--- config.mk ---
export PLATFORM = sky130hd
export DESIGN_NAME = rgbw_cmd_decoder_flat
export DESIGN_NICKNAME = d
export VERILOG_FILES = /design/src/rtl/rgbw_cmd_decoder_if.sv /design/src/rtl/rgbw_cmd_decoder.sv /design/src/flat_wrapper.sv
export SDC_FILE = /design/constraint.sdc
export NUM_CORES = 1
export LEC_CHECK = 0
export BUFFER_PORTS_ARGS = -buffer_cell sky130_fd_sc_hd__buf_2
export CAP_MARGIN = 10
export CORE_UTILIZATION = 55
export DETAILED_ROUTE_END_ITERATION = 10
export PLACE_DENSITY = 0.81
export SYNTH_ARGS = -nofsm -noshare
export SYNTH_HDL_FRONTEND = slang
export SYNTH_SLANG_ARGS = --single-unit
--- constraint.sdc ---
create_clock -name clk_i -period 2.4 [get_ports clk_i]
set_clock_uncertainty 0.15 [all_clocks]
set_input_delay 0.72 -clock clk_i [delete_from_list [all_inputs] [get_ports clk_i]]
set_output_delay 0.72 -clock clk_i [all_outputs]
set_load 0.005 [all_outputs]
--- src/rtl/rgbw_cmd_decoder_if.sv ---
// Byte-stream link from the SPI slave byte receiver into the RGBW command decoder.
interface rgbw_cmd_decoder_if;
  logic       cs;
  logic       byte_valid;
  logic [7:0] byte_data;

  modport master (output cs, byte_valid, byte_data);
  modport slave  (input  cs, byte_valid, byte_data);
endinterface

--- src/rtl/rgbw_cmd_decoder.sv ---
// Parses SPI command frames into shadow registers and commits R/G/B/W/master atomically.
// Define CHECKSUM_EN to require a trailing XOR checksum byte on every valid frame.
module rgbw_cmd_decoder #(
  parameter logic [7:0] CH_RESET     = 8'h00,
  parameter logic [7:0] MASTER_RESET = 8'hFF
) (
  input  logic                clk_i,
  input  logic                reset_ni,
  rgbw_cmd_decoder_if.slave   bus,
  output logic [7:0]          red_o,
  output logic [7:0]          green_o,
  output logic [7:0]          blue_o,
  output logic [7:0]          white_o,
  output logic [7:0]          master_o,
  output logic                update_o,
  output logic                frame_err_o
);

  typedef enum logic [1:0] {
    S_IDLE,
    S_PAYLOAD,
    S_SKIP
`ifdef CHECKSUM_EN
    , S_CHECK
`endif
  } state_e;

  typedef enum logic [1:0] {OP_CH, OP_ALL, OP_MASTER} op_e;

  state_e     state_q, state_d;
  op_e        op_q, op_d;
  logic [1:0] ch_q, ch_d;
  logic [2:0] cnt_q, cnt_d;
  logic [1:0] idx_q, idx_d;
  logic [7:0] shadow_q [4];
  logic [7:0] shadow_d [4];
  logic [7:0] red_q, red_d, green_q, green_d, blue_q, blue_d, white_q, white_d;
  logic [7:0] master_q, master_d;
  logic       update_q, update_d, err_q, err_d;
  logic       commit;
`ifdef CHECKSUM_EN
  logic [7:0] csum_q, csum_d;
`endif

  // Only bits [1:0] of a WR_CH command select the channel; [4:2] are don't-care.
  logic unused_cmd_bits;
  assign unused_cmd_bits = ^bus.byte_data[4:2];

  always_comb begin
    state_d  = state_q;
    op_d     = op_q;
    ch_d     = ch_q;
    cnt_d    = cnt_q;
    idx_d    = idx_q;
    shadow_d = shadow_q;
    red_d    = red_q;
    green_d  = green_q;
    blue_d   = blue_q;
    white_d  = white_q;
    master_d = master_q;
    update_d = 1'b0;
    err_d    = 1'b0;
    commit   = 1'b0;
`ifdef CHECKSUM_EN
    csum_d   = csum_q;
`endif

    if (bus.cs) begin
      state_d  = S_IDLE;
      cnt_d    = '0;
      idx_d    = '0;
      shadow_d = '{default: '0};
      err_d    = (state_q == S_PAYLOAD);
`ifdef CHECKSUM_EN
      csum_d   = '0;
      if (state_q == S_CHECK) err_d = 1'b1;
`endif
    end else if (bus.byte_valid) begin
      case (state_q)
        S_IDLE: begin
          idx_d   = '0;
          state_d = S_PAYLOAD;
`ifdef CHECKSUM_EN
          csum_d  = bus.byte_data;
`endif
          case (bus.byte_data[7:5])
            3'b001: begin op_d = OP_CH;     ch_d = bus.byte_data[1:0]; cnt_d = 3'd1; end
            3'b010: begin op_d = OP_ALL;    cnt_d = 3'd4; end
            3'b011: begin op_d = OP_MASTER; cnt_d = 3'd1; end
            default: begin err_d = 1'b1; state_d = S_SKIP; end
          endcase
        end
        S_PAYLOAD: begin
          shadow_d[idx_q] = bus.byte_data;
          idx_d           = idx_q + 2'd1;
          cnt_d           = cnt_q - 3'd1;
`ifdef CHECKSUM_EN
          csum_d          = csum_q ^ bus.byte_data;
          if (cnt_q == 3'd1) state_d = S_CHECK;
`else
          if (cnt_q == 3'd1) begin
            commit  = 1'b1;
            state_d = S_SKIP;
          end
`endif
        end
`ifdef CHECKSUM_EN
        S_CHECK: begin
          if (bus.byte_data == csum_q) commit = 1'b1;
          else                         err_d  = 1'b1;
          state_d = S_SKIP;
        end
`endif
        default: ;
      endcase
    end

    // Commit reads shadow_d so the final payload byte lands in the same edge that samples it.
    if (commit) begin
      update_d = 1'b1;
      case (op_q)
        OP_CH: begin
          case (ch_q)
            2'd0:    red_d   = shadow_d[0];
            2'd1:    green_d = shadow_d[0];
            2'd2:    blue_d  = shadow_d[0];
            default: white_d = shadow_d[0];
          endcase
        end
        OP_ALL: begin
          red_d   = shadow_d[0];
          green_d = shadow_d[1];
          blue_d  = shadow_d[2];
          white_d = shadow_d[3];
        end
        OP_MASTER: master_d = shadow_d[0];
        default: ;
      endcase
    end
  end

  always_ff @(posedge clk_i or negedge reset_ni) begin
    if (!reset_ni) begin
      state_q  <= S_IDLE;
      op_q     <= OP_CH;
      ch_q     <= '0;
      cnt_q    <= '0;
      idx_q    <= '0;
      shadow_q <= '{default: '0};
      red_q    <= CH_RESET;
      green_q  <= CH_RESET;
      blue_q   <= CH_RESET;
      white_q  <= CH_RESET;
      master_q <= MASTER_RESET;
      update_q <= 1'b0;
      err_q    <= 1'b0;
`ifdef CHECKSUM_EN
      csum_q   <= '0;
`endif
    end else begin
      state_q  <= state_d;
      op_q     <= op_d;
      ch_q     <= ch_d;
      cnt_q    <= cnt_d;
      idx_q    <= idx_d;
      shadow_q <= shadow_d;
      red_q    <= red_d;
      green_q  <= green_d;
      blue_q   <= blue_d;
      white_q  <= white_d;
      master_q <= master_d;
      update_q <= update_d;
      err_q    <= err_d;
`ifdef CHECKSUM_EN
      csum_q   <= csum_d;
`endif
    end
  end

  assign red_o       = red_q;
  assign green_o     = green_q;
  assign blue_o      = blue_q;
  assign white_o     = white_q;
  assign master_o    = master_q;
  assign update_o    = update_q;
  assign frame_err_o = err_q;

endmodule

--- src/flat_wrapper.sv ---
// flat-port wrapper written by rule: the top's interface ports become plain ports
module rgbw_cmd_decoder_flat 
#(
  parameter logic [7:0] CH_RESET     = 8'h00,
  parameter logic [7:0] MASTER_RESET = 8'hFF
)
  (clk_i, reset_ni, red_o, green_o, blue_o, white_o, master_o, update_o, frame_err_o, bus_cs, bus_byte_valid, bus_byte_data);
  rgbw_cmd_decoder_if bus_i ();
  input  logic clk_i;
  input  logic reset_ni;
  output logic [7:0] red_o;
  output logic [7:0] green_o;
  output logic [7:0] blue_o;
  output logic [7:0] white_o;
  output logic [7:0] master_o;
  output logic update_o;
  output logic frame_err_o;
  input wire logic [$bits(bus_i.cs)-1:0] bus_cs;
  input wire logic [$bits(bus_i.byte_valid)-1:0] bus_byte_valid;
  input wire logic [$bits(bus_i.byte_data)-1:0] bus_byte_data;
  assign bus_i.cs = bus_cs;
  assign bus_i.byte_valid = bus_byte_valid;
  assign bus_i.byte_data = bus_byte_data;
  rgbw_cmd_decoder #(.CH_RESET(CH_RESET), .MASTER_RESET(MASTER_RESET)) u_core (.clk_i(clk_i), .reset_ni(reset_ni), .bus(bus_i), .red_o(red_o), .green_o(green_o), .blue_o(blue_o), .white_o(white_o), .master_o(master_o), .update_o(update_o), .frame_err_o(frame_err_o));
endmodule
# --- Word-level counts from Yosys, hierarchy flattened ---
# Cells that the tools add are included.
word_totals:
  ff_bits: 85
  out_inout_bits: 42
  in_bits: 12
  word_cells: 94
op_classes:
  bitwise_logic: 2
  n_addsub: 2
  magnitude_cmp: 2
  n_eq_ne: 15
  n_mux: 36
  n_reduce_logical: 21
ops:
  columns: ["cell", "n"]
  rows:
  - ["$mux 32", 3]
  - ["$pmux 8 s2", 4]
  - ["$mux 8", 5]
  - ["$bwmux 32", 1]
  - ["$reduce_and 3->1", 6]
  - ["$demux 8 s2", 1]
  - ["$mux 2", 6]
  - ["$pmux 3 s2", 2]
  - ["$mux 1", 9]
  - ["$pmux 2 s2", 2]
  - ["$reduce_and 4->1", 2]
  - ["$eq 2x1->1 const B", 3]
  - ["$eq 3x1->1 const B", 2]
  - ["$eq 3x2->1 const B", 2]
  - ["$logic_not 2->1", 3]
  - ["$mux 3", 2]
  - ["$ne 2x1->1 const B", 3]
  - ["$pmux 2 s3", 1]
  - ["$reduce_bool 3->1", 2]
  - ["$reduce_or 3->1", 2]
  - ["$eq 2x2->1 const B", 2]
  - ["$ne 4x3->1 const B", 1]
  - ["$reduce_and 2->1", 2]
  - ["$reduce_bool 2->1", 2]
  - ["10 further kinds", 10]

# --- Longest topological paths before layout ---
# Gate-level depths: netlist of run 1.
logic_depth:
  depth_word: 11
  ltp_mapped: 7
  depth_no_buf: 6

# --- Worst setup path after synthesis of run 1 ---
# Ideal clock, no wire load.
synth_timing:
  path_kind: "input to register"
  startpoint: "input port bus_cs"
  endpoint: "register u_core.green_q[6] (netlist: u_core.green_o[6])"
  setup_time_ns: 0.082
  t_arrival_ns: 1.964
  path_buffers: 1
  t_required_ns: 2.168
  slack_ns: 0.204
  cell_stages: 5
  path_cell_list: "or4b_4 > a211oi_4 > buf_6 > nor2_1 > a31oi_1"
synth_via:
  elab_chain_len: 3
  word_cells_on_any_way: 5
  classes_between: "4 x mux; 1 x reduce/logical"
synth_rtl:
  columns: ["element", "line_no", "rtl"]
  rows:
  - ["from (decl)", "flat_wrapper.sv:18", "input wire logic [$bits(bus_i.cs)-1:0] bus_cs;"]
  - ["$mux 32", "rgbw_cmd_decoder.sv:68", "if (bus.cs) begin"]
  - ["$mux 8", "rgbw_cmd_decoder.sv:123", "case (ch_q)"]
  - ["$pmux 8 s2", "rgbw_cmd_decoder.sv:121", "case (op_q)"]
  - ["to (signal assigned)", "rgbw_cmd_decoder.sv:168", "green_q <= green_d;"]
  - ["to (decl)", "rgbw_cmd_decoder.sv:37", "logic [7:0] red_q, red_d, green_q, green_d, blue_q, blue_d, white_q, white_d;"]
# Several ways; a longest one is shown, not always the timed one. The select of a mux whose other input is x is not followed.
# A chain may end at the register's enable or synchronous reset.

# --- Worst setup path after layout of run 1 ---
layout_timing:
  startpoint: "register u_core.cnt_q[1]"
  endpoint: "register u_core.red_q[6] (netlist: u_core.red_o[6])"
layout_via:
  elab_chain_len: 6
layout_rtl:
  columns: ["element", "line_no", "rtl"]
  rows:
  - ["from (decl)", "rgbw_cmd_decoder.sv:33", "logic [2:0] cnt_q, cnt_d;"]
  - ["from (signal assigned)", "rgbw_cmd_decoder.sv:164", "cnt_q <= cnt_d;"]
  - ["$eq 3x1->1", "rgbw_cmd_decoder.sv:101", "if (cnt_q == 3'd1) begin"]
  - ["$mux 1", "rgbw_cmd_decoder.sv:101", null]
  - ["$mux 1", "rgbw_cmd_decoder.sv:79", "case (state_q)"]
  - ["$mux 1", "rgbw_cmd_decoder.sv:78", "end else if (bus.byte_valid) begin"]
  - ["$mux 1", "rgbw_cmd_decoder.sv:68", null]
  - ["net u_core.commit", "rgbw_cmd_decoder.sv:40", "logic commit;"]
  - ["$reduce_and 3->1 (no line)", null, null]
  - ["to (signal assigned)", "rgbw_cmd_decoder.sv:167", "red_q <= red_d;"]
  - ["to (decl)", "rgbw_cmd_decoder.sv:37", null]
# The timed path passes the listed nets, and every way through them passes these cells.

==> results of run 1 <==
[power breakdown]
part           switching (uW)  internal, uW
Sequential               46.0          1480
Clock                     507           406
Combinational             202           110
Total                     755          1990
[path summary, 6_finish.rpt]
path                                      start            endpoint  slack (ps)  cells past startpoint
max in group asynchronous              reset_ni  u_core.master_o[7]        1300                      2
worst max-delay path            u_core.cnt_q[1]     u_core.red_o[6]         260                      6
worst max register to register  u_core.cnt_q[1]     u_core.red_o[6]         260                      6
min in group clk_i              u_core.red_o[3]     u_core.red_o[3]         360                      1
worst min-delay path                   reset_ni  u_core.frame_err_o         190                      1
worst min register to register  u_core.red_o[3]     u_core.red_o[3]         360                      1
[routing by layer]
layer | vias to the layer above | routed length (um) | GRT usage [%] | share of wire (%)
met3 | 15 | 446 | 4.08 | 5.3
li1 | 1340 | - | - | -
met4 | 0 | 181 | 11.2 | 2.1
met2 | 81 | 3840 | 37.2 | 46
met1 | 1416 | 3960 | 34.6 | 47
met5 | - | 0 | 0 | 0
[layout by cell type, fill, tap and decap left out, types with 3 or more instances in the layout]
master	synthesis	final
clkbuf_8	0	10
nor2_1	44	44
or3_1	10	10
nand3_1	8	8
inv_1	9	9
ha_1	7	7
nand2b_1	30	30
dfstp_2	8	8
and2_1	5	5
nand4b_1	3	3
buf_4	3	11
mux2i_1	28	28
dfrtp_1	77	77
nand2_1	22	22
a31oi_1	25	25
buf_2	4	52
a21oi_1	10	10
buf_12	0	5
mux2_2	24	24
clkinvlp_4	0	3
[logic make-up (layout without fill, tap and decap cells)]
group,after synthesis,count (layout),share of synthesized area [%]
AO/OA/AOI/OAI,48,48,8.35
adder cells (fa/ha/maj),7,7,2.21
buffers and inverters,29,93,3.56
flip-flops,85,85,53.8
multiplexers,52,52,13.9
AND/OR/NAND/NOR,133,133,18.2
[cell type report]
cell class	count	area [um^2]
flip-flops and latches	85	2140
multi-input cells	240	1690
well taps	96	120
clock inverters	5	36.3
fillers	547	2270
clock buffers	11	141
repair buffers	68	443
inverters	9	33.8
[worst max-delay path: cells and delay by family (launching register included)]
family	cells	cell delay [ps]
AND/OR/NAND/NOR	2	590
flip-flops	1	380
multiplexers	1	360
AO/OA/AOI/OAI	1	320
adder cells (fa/ha/maj)	1	150
buffers and inverters	1	80
[registers in the layout, summed over array words and instances (netlist names)]
register,count
u_core.idx_q,2
u_core.shadow_q,32
u_core.ch_q,2
u_core.update_o,1
u_core.state_q,2
u_core.op_q,2
u_core.frame_err_o,1
u_core.green_o,8
u_core.cnt_q,3
u_core.red_o,8
u_core.white_o,8
u_core.blue_o,8
u_core.master_o,8
[through the flow]
stage / setup WS (ps) / power, uW
6_report: 256 / 2750
5_1_grt: 130 / 2860
4_1_cts: 276 / 2760
2_1_floorplan: 204 / 1730
3_5_place_dp: 67.3 / 1860
3_3_place_gp: 118 / 1850
==> reports/summary.txt, run 1 <==
status = finished, final reports clean
DIE AREA = 0.00756 mm^2
Final Max Slew Viols = 0
DR vias/cell = 5.55
post-synthesis cell type count = 41
critical path's slowest cell = dfrtp_1
fin nets = 432
ANT nets after route = 0
Tmin final = 2140 ps
CP arrival = 2230 ps
DRT Pass-1 Iters = 4
Net Count, Synth = 373
vias in the first global route = 2,766
Worst setup SP type = register
Final Non-Filler Cells = 514
clock buffer depth = 2
leak pwr = 0.00235 uW
synth warn = 0
Post-CTS Hold Buffers = 0
CTS clk-pin slew, worst paths = 80 ps
antenna diode count = 0
placed cell count = 498
chip width = 86.9 um
Max Freq = 466 MHz
most common cell in the netlist = dfrtp_1
Synth top area share = 48.5%
DP HPWL = 5860 um
drt total wl = 8430 um
Mapped Avg Cell Area = 11.2 um^2
Max Cap Viol = 0
GRT Total Usage = 24.5%
clock sink total = 85
first-pass GRT wire length = 13,700 um
CP Capture Type = register
vias post-DR = 2,852
CTS Buf Count = 9
largest net degree at the start of global routing = 39
row count = 30
setup bufs post-CTS = 0
Initial Util = 57.8%
# IOs = 54
RSZ-0062 raised after global routing = no
Die H = 86.9 um
Hold Vio Cnt, Final = 0
Final setup viols = 0
Area Growth Syn to Fin = 16.0%
Fin Setup TNS = 0 ps
PortBufs = 53
post-synth top area cell = dfrtp_1
worst-margin pin slew = 529 ps
share of layout cells above drive strength 1 = 30.1%
Hold WS = 190 ps
P per Cell Area = 597 mW/mm^2
initial antenna violation count = 0
H-tree levels = 3
CTS root buffer = clkbuf_8
global route total overflow = 0
Async S/R FF share, synth = 100%
gpl congestion = 0.835
Mapped Cells = 354
worst skew pair latency = 350 ps
Seq/Total Area, Yosys = 53.8%
CTS resizes = 0
Final period util = 89.3%
WL/cell = 16.4 um
Required @ worst endpoint = 2490 ps
max_slew headroom = 64.7%
max incr delay on CP = 380 ps
EDFF count, synth = 0
synth top area cells = dfrtp_1 49%, mux2i_1 7.1%, mux2_2 6.8%, dfstp_2 5.3%, nand2b_1 4.7%
crit path kind = register to register
Post-synth top cells = 77 x dfrtp_1, 44 x nor2_1, 30 x nand2b_1
VDD IR max = 371 uV
final core area utilization = 67.0%
fin area = 0.00460 mm^2
Iteration-0 DRC Markers = 197
CTS tree = yes
FF+latch count, synth = 85
crit-path max FO = 8
Core Box Area = 0.00687 mm^2
Post-Syn Area = 0.00397 mm^2
worst path cell trace = inv_1, ha_1, nor2b_1, nor3b_2, o211ai_2, mux2_2
DP Area = 0.00442 mm^2
Synth Flop Type = dfrtp_1
number of remaining DRC errors = 0
HP Class = primary input to async pin
Power figures use the tool's default switching activity.
==> run 2: changes to the inputs <==
CORE_UTILIZATION = 57   (was 55)
PLACE_DENSITY = 0.83   (was 0.81)
==> run 2 against run 1 <==
Compared with the run above: the run now ends with DRC left; sequential power about the same; sequential share of layout area decreased by 0.40 points; setup slack improved by 3.5 ps; first-iteration DRC count decreased by 4.6%; non-clock buffer count increased by 3; clock power increased by 18%; fmax increased by 0.17%; register-to-register slack about the same; hold slack improved by 170 ps; routed wire length decreased by 2.3%; sequential cell count unchanged; largest cell class unchanged.
==> reports/summary.txt, run 2 (same netlist as run 1, synthesis figures left out) <==
HP Start = u_core.red_o[3]
fin area = 0.00464 mm^2 (was 0.00460 mm^2)
P per Cell Area = 627 mW/mm^2 (was 597 mW/mm^2)
Max Cap Viol = 0 (unchanged)
worst skew pair latency = 360 ps (was 350 ps)
most common cell after layout, fill and taps aside = dfrtp_1 (unchanged)
DP Area = 0.00442 mm^2 (about the same)
Fin Setup TNS = 0 ps (unchanged)
Hold Vio Cnt, Final = 0 (unchanged)
DP HPWL = 5800 um (was 5860 um)
DP Worst Slack = 56.7 ps (was 67.3 ps)
DIE AREA = 0.00730 mm^2 (was 0.00756 mm^2)
gpl congestion = 0.790 (was 0.835)
Final period util = 89.2% (was 89.3%)
DRT Pass-1 Iters = 8 (was 4)
# IOs = 54 (unchanged)
Fillers = 496 (was 547)
PortBufs = 53 (unchanged)
CTS root buffer = clkbuf_8 (unchanged)
H-tree levels = 3 (unchanged)
Worst setup SP type = register (unchanged)
Die H = 85.4 um (was 86.9 um)
Core Box Area = 0.00676 mm^2 (was 0.00687 mm^2)
DR vias/cell = 5.71 (was 5.55)
Area Growth Syn to Fin = 17.0% (was 16.0%)
area occupied by multi-input gates = 0.00169 mm^2 (unchanged)
RSZ-0062 raised after global routing = no (unchanged)
antenna diode count = 0 (unchanged)
Max Freq = 467 MHz (was 466 MHz)
Hold EP = u_core.red_o[3]
crit-path max FO = 8 (unchanged)
CTS Buf Count = 9 (unchanged)
worst reg-to-reg setup slack = 260 ps (about the same)
Final setup viols = 0 (unchanged)
leak pwr = 0.00238 uW (was 0.00235 uW)
share of layout cells above drive strength 1 = 30.6% (was 30.1%)
max_slew headroom = 65.9% (was 64.7%)
Reg-to-Reg End = u_core.red_o[0] (was u_core.red_o[6])
number of remaining DRC errors = 1 (was 0)
vias post-DR = 2,862 (was 2,852)
failing checks = DRC
Required @ worst endpoint = 2490 ps (about the same)
fin nets = 435 (was 432)
status = finished with violations (was finished, final reports clean)
CP Capture Type = register (unchanged)
Final Max Slew Viols = 0 (unchanged)
final core area utilization = 68.7% (was 67.0%)
clock sink total = 85 (unchanged)
largest net degree at the start of global routing = 56 (was 39)
initial antenna violation count = 0 (unchanged)
Register-to-Register Path Depth = 6 (unchanged)
max FFs per register = 32 (unchanged)
most frequent cells in the layout = 77 x dfrtp_1, 52 x buf_2, 44 x nor2_1 (unchanged)
ANT nets after route = 0 (unchanged)
HP Class = register to register (was primary input to async pin)
Iteration-0 DRC Markers = 188 (was 197)
Tmin final = 2140 ps (about the same)
crit path kind = register to register (unchanged)
drt total wl = 8240 um (was 8430 um)
global route total overflow = 0 (unchanged)
Reg2Reg Launch Point = u_core.cnt_q[1] (unchanged)
Hold Path Stages = 1
vias in the first global route = 2,680 (was 2,766)
CTS tree = yes (unchanged)
Final WS setup = 259 ps (was 256 ps)
CTS clk-pin slew, worst paths = 90 ps (was 80 ps)
CTS resizes = 0 (unchanged)
row count = 30 (unchanged)
first-pass GRT wire length = 13,500 um (was 13,700 um)
clock buffer depth = 2 (unchanged)
VDD IR max = 458 uV (was 371 uV)
CP arrival = 2230 ps (about the same)
Register Area = 0.00214 mm^2 (unchanged)
chip width = 85.4 um (was 86.9 um)
worst-margin pin slew = 510 ps (was 529 ps)
setup bufs post-CTS = 0 (unchanged)
Initial Util = 58.7% (was 57.8%)
WL/cell = 16.4 um (about the same)
GRT Total Usage = 24.1% (was 24.5%)
most flop-heavy register = u_core.shadow_q (unchanged)
-- run 2: cell types whose count changed in the layout (fill, tap and decap cells not counted), sizes merged --
cell         change
buf              +2
bufinv           +1
clkbuf           -2
clkinvlp         -2
dlygate4sd3      +1
inv              +3
-- run 2: layer usage --
layer  global-route usage, %  part of all wire [%]
met5                       0                     0
met4                    7.88                   1.2
met3                    4.09                   5.1
met2                    36.7                    46
met1                    35.3                    47
-- run 2: final cells by class --
type                       instances  area share (%)
sequential                        85            46.0
multi-input combinational        240            36.4
timing repair buffer              71            10.1
clock buffer                       9            2.67
tap                               80            2.16
clock inverter                     7            1.91
inverter                           9           0.728
-- run 2: repair_timing --
item	4_1_cts	5_1_grt
hold buffers	1	0
setup endpoints to repair	0	0
endpoints found under the hold margin	3	0
-- run 2: how the worst max path moves through the flow --
stage          slack, ps                end  depth (start not counted)       startpoint
3_5_place_dp          60   u_core.blue_o[7]                          6           bus_cs
4_1_cts              220    u_core.red_o[0]                          6  u_core.cnt_q[1]
6_report             260    u_core.red_o[0]                          6  u_core.cnt_q[1]
3_3_place_gp         100    u_core.red_o[1]                          5           bus_cs
5_1_grt              100    u_core.red_o[0]                          6  u_core.cnt_q[1]
2_1_floorplan        200  u_core.green_o[6]                          5           bus_cs
-- run 2: worst max-delay path, cell delays in order (launching register included) --
cell and delay, ps:
dfrtp_1 400, inv_1 80, ha_1 160, nor2b_1 210, nor3b_2 360, o211ai_2 320, mux2_2 350
-- run 2: through the flow --
step	std cells	hold WS, ps	power [uW]
2_1_floorplan	354	274	1730
3_3_place_gp	484	337	1840
3_5_place_dp	484	338	1850
4_1_cts	501	367	2920
5_1_grt	501	374	3020
6_report	501	364	2910
-- run 2: power by group --
group / switching [uW] / internal (uW)
sequential: 43.2 / 1480
combinational: 198 / 110
clock: 573 / 508
==> run 3: changes to the inputs <==
CELL_PAD_IN_SITES_DETAIL_PLACEMENT = 1   (was not set)
CELL_PAD_IN_SITES_GLOBAL_PLACEMENT = 1   (was not set)
CORE_UTILIZATION = 45   (was 57)
==> run 3 against run 2 <==
Compared with the run above: the flow now finishes without violations; clock power is 15% lower; combinational power is 5% higher; die area is 26% higher; first-iteration DRC count is 31% lower; fmax is 0.89% lower; total power is 5.0% lower; largest cell class unchanged; largest power group unchanged; highest routed layer unchanged.
==> reports/summary.txt, run 3 (same netlist as run 1, synthesis figures left out) <==
Final WS setup = 240 ps (was 259 ps)
Final setup viols = 0 (unchanged)
first-pass GRT wire length = 16,200 um (was 13,500 um)
CTS clk-pin slew, worst paths = 90 ps (about the same)
Area Growth Syn to Fin = 16.3% (was 17.0%)
HP Class = primary input to async pin (was register to register)
worst path cell trace = inv_1, ha_1, nor2b_1, nor3b_2, o211ai_2, mux2_2 (unchanged)
DP HPWL = 7070 um (was 5800 um)
DIE AREA = 0.00920 mm^2 (was 0.00730 mm^2)
Fin Setup TNS = 0 ps (unchanged)
max FFs per register = 32 (unchanged)
Die H = 95.9 um (was 85.4 um)
status = finished, final reports clean (was finished with violations)
share of layout cells above drive strength 1 = 30.3% (was 30.6%)
crit path kind = register to register (unchanged)
vias post-DR = 2,895 (was 2,862)
global route total overflow = 0 (unchanged)
Final Max Slew Viols = 0 (unchanged)
row count = 33 (was 30)
worst-margin pin slew = 483 ps (was 510 ps)
max_slew headroom = 67.7% (was 65.9%)
CP arrival = 2250 ps (was 2230 ps)
gpl congestion = 0.780 (was 0.790)
total power = 2760 uW (was 2910 uW)
GRT Total Usage = 23.7% (was 24.1%)
fin nets = 433 (was 435)
PortBufs = 53 (unchanged)
worst reg-to-reg setup slack = 240 ps (was 260 ps)
drt total wl = 9880 um (was 8240 um)
Hold Vio Cnt, Final = 0 (unchanged)
top cell family by delay on the critical path = simple AND/OR/NAND/NOR gates (unchanged)
most flop-heavy register = u_core.shadow_q (unchanged)
initial antenna violation count = 0 (unchanged)
DP Area = 0.00444 mm^2 (was 0.00442 mm^2)
CP bufs+invs = 1 (unchanged)
Max Cap Viol = 0 (unchanged)
Reg-to-Reg End = u_core.red_o[6] (was u_core.red_o[0])
Required @ worst endpoint = 2490 ps (about the same)
max incr delay on CP = 380 ps (was 400 ps)
number of remaining DRC errors = 0 (was 1)
antenna diode count = 0 (unchanged)
clock buffer depth = 2 (unchanged)
Iteration-0 DRC Markers = 130 (was 188)
fin area = 0.00462 mm^2 (was 0.00464 mm^2)
placed cell count = 508 (was 484)
DR vias/cell = 5.52 (was 5.71)
critical path's slowest cell = dfrtp_1 (unchanged)
Worst setup SP type = register (unchanged)
Initial Util = 47.4% (was 58.7%)
Post-CTS Hold Buffers = 0 (was 1)
Core Box Area = 0.00838 mm^2 (was 0.00676 mm^2)
RSZ-0062 raised after global routing = no (unchanged)
Final period util = 90.0% (was 89.2%)
crit-path max FO = 8 (unchanged)
CTS Buf Count = 9 (unchanged)
most common cell after layout, fill and taps aside = dfrtp_1 (unchanged)
most frequent cells in the layout = 77 x dfrtp_1, 52 x buf_2, 44 x nor2_1 (unchanged)
CTS resizes = 0 (unchanged)
WL/cell = 18.8 um (was 16.4 um)
Tmin final = 2160 ps (was 2140 ps)
P per Cell Area = 599 mW/mm^2 (was 627 mW/mm^2)
Max Freq = 463 MHz (was 467 MHz)
CTS tree = yes (unchanged)
H-tree levels = 3 (unchanged)
DRT Pass-1 Iters = 4 (was 8)
Final Non-Filler Cells = 524 (was 501)
clock sink total = 85 (unchanged)
leak pwr = 0.00235 uW (was 0.00238 uW)
setup bufs post-CTS = 0 (unchanged)
# IOs = 54 (unchanged)
Register-to-Register Path Depth = 6 (unchanged)
ANT nets after route = 0 (unchanged)
largest net degree at the start of global routing = 45 (was 56)
VDD IR max = 444 uV (was 458 uV)
Fillers = 929 (was 496)
CTS root buffer = clkbuf_8 (unchanged)
DP Worst Slack = 35.9 ps (was 56.7 ps)
worst skew pair latency = 350 ps (was 360 ps)
vias in the first global route = 3,085 (was 2,680)
CP Capture Type = register (unchanged)
chip width = 95.9 um (was 85.4 um)
Reg2Reg Launch Point = u_core.cnt_q[1] (unchanged)
[run 3: worst max-delay path by stage]
stage / startpoint / to / slack, ps / cells past startpoint
after floorplan: bus_cs / u_core.green_o[6] / 200 / 5
final: u_core.cnt_q[1] / u_core.red_o[6] / 240 / 6
after global routing: u_core.idx_q[0] / u_core.white_o[6] / 150 / 7
after global placement: bus_cs / u_core.green_o[2] / 70 / 6
after detailed placement: bus_cs / u_core.blue_o[3] / 40 / 6
after CTS: u_core.cnt_q[1] / u_core.red_o[6] / 240 / 6
[run 3: area by class of cell]
type,instances,area [um^2],share of cell area [%]
clock buffers,10,128,2.76
repair buffers,69,450,9.76
flip-flops and latches,85,2140,46.3
inverters,9,33.8,0.732
well taps,105,131,2.85
clock inverters,6,46.3,1.00
multi-input cells,240,1690,36.6
[run 3: stage by stage]
step / utilization [%] / hold WS [ps]
2_1_floorplan: - / 274
4_1_cts: 55.1 / 130
3_5_place_dp: 53.0 / 342
3_3_place_gp: 53.0 / 337
5_1_grt: 55.1 / 119
6_report: 55.1 / 128
[run 3: power breakdown]
group	internal [uW]	switching, uW	leakage (uW)
combinational	109	213	0.00112
clock	384	538	0.0000833
sequential	1480	44.2	0.00115
total	1970	795	0.00235
[run 3: layer usage]
layer  vias up  share of wire (%)  global-route usage (%)
li1       1337                  -                       -
met3         6                3.5                    4.82
met4         0               0.62                    5.97
met5         -                  0                       0
met2        59                 48                    38.5
met1      1493                 48                    32.7
[run 3: worst reg2reg max path: stages, from the launching register on]
cell,delay (ps)
dfrtp_1,380
inv_1,90
ha_1,160
nor2b_1,220
nor3b_2,390
o211ai_2,310
mux2_2,350
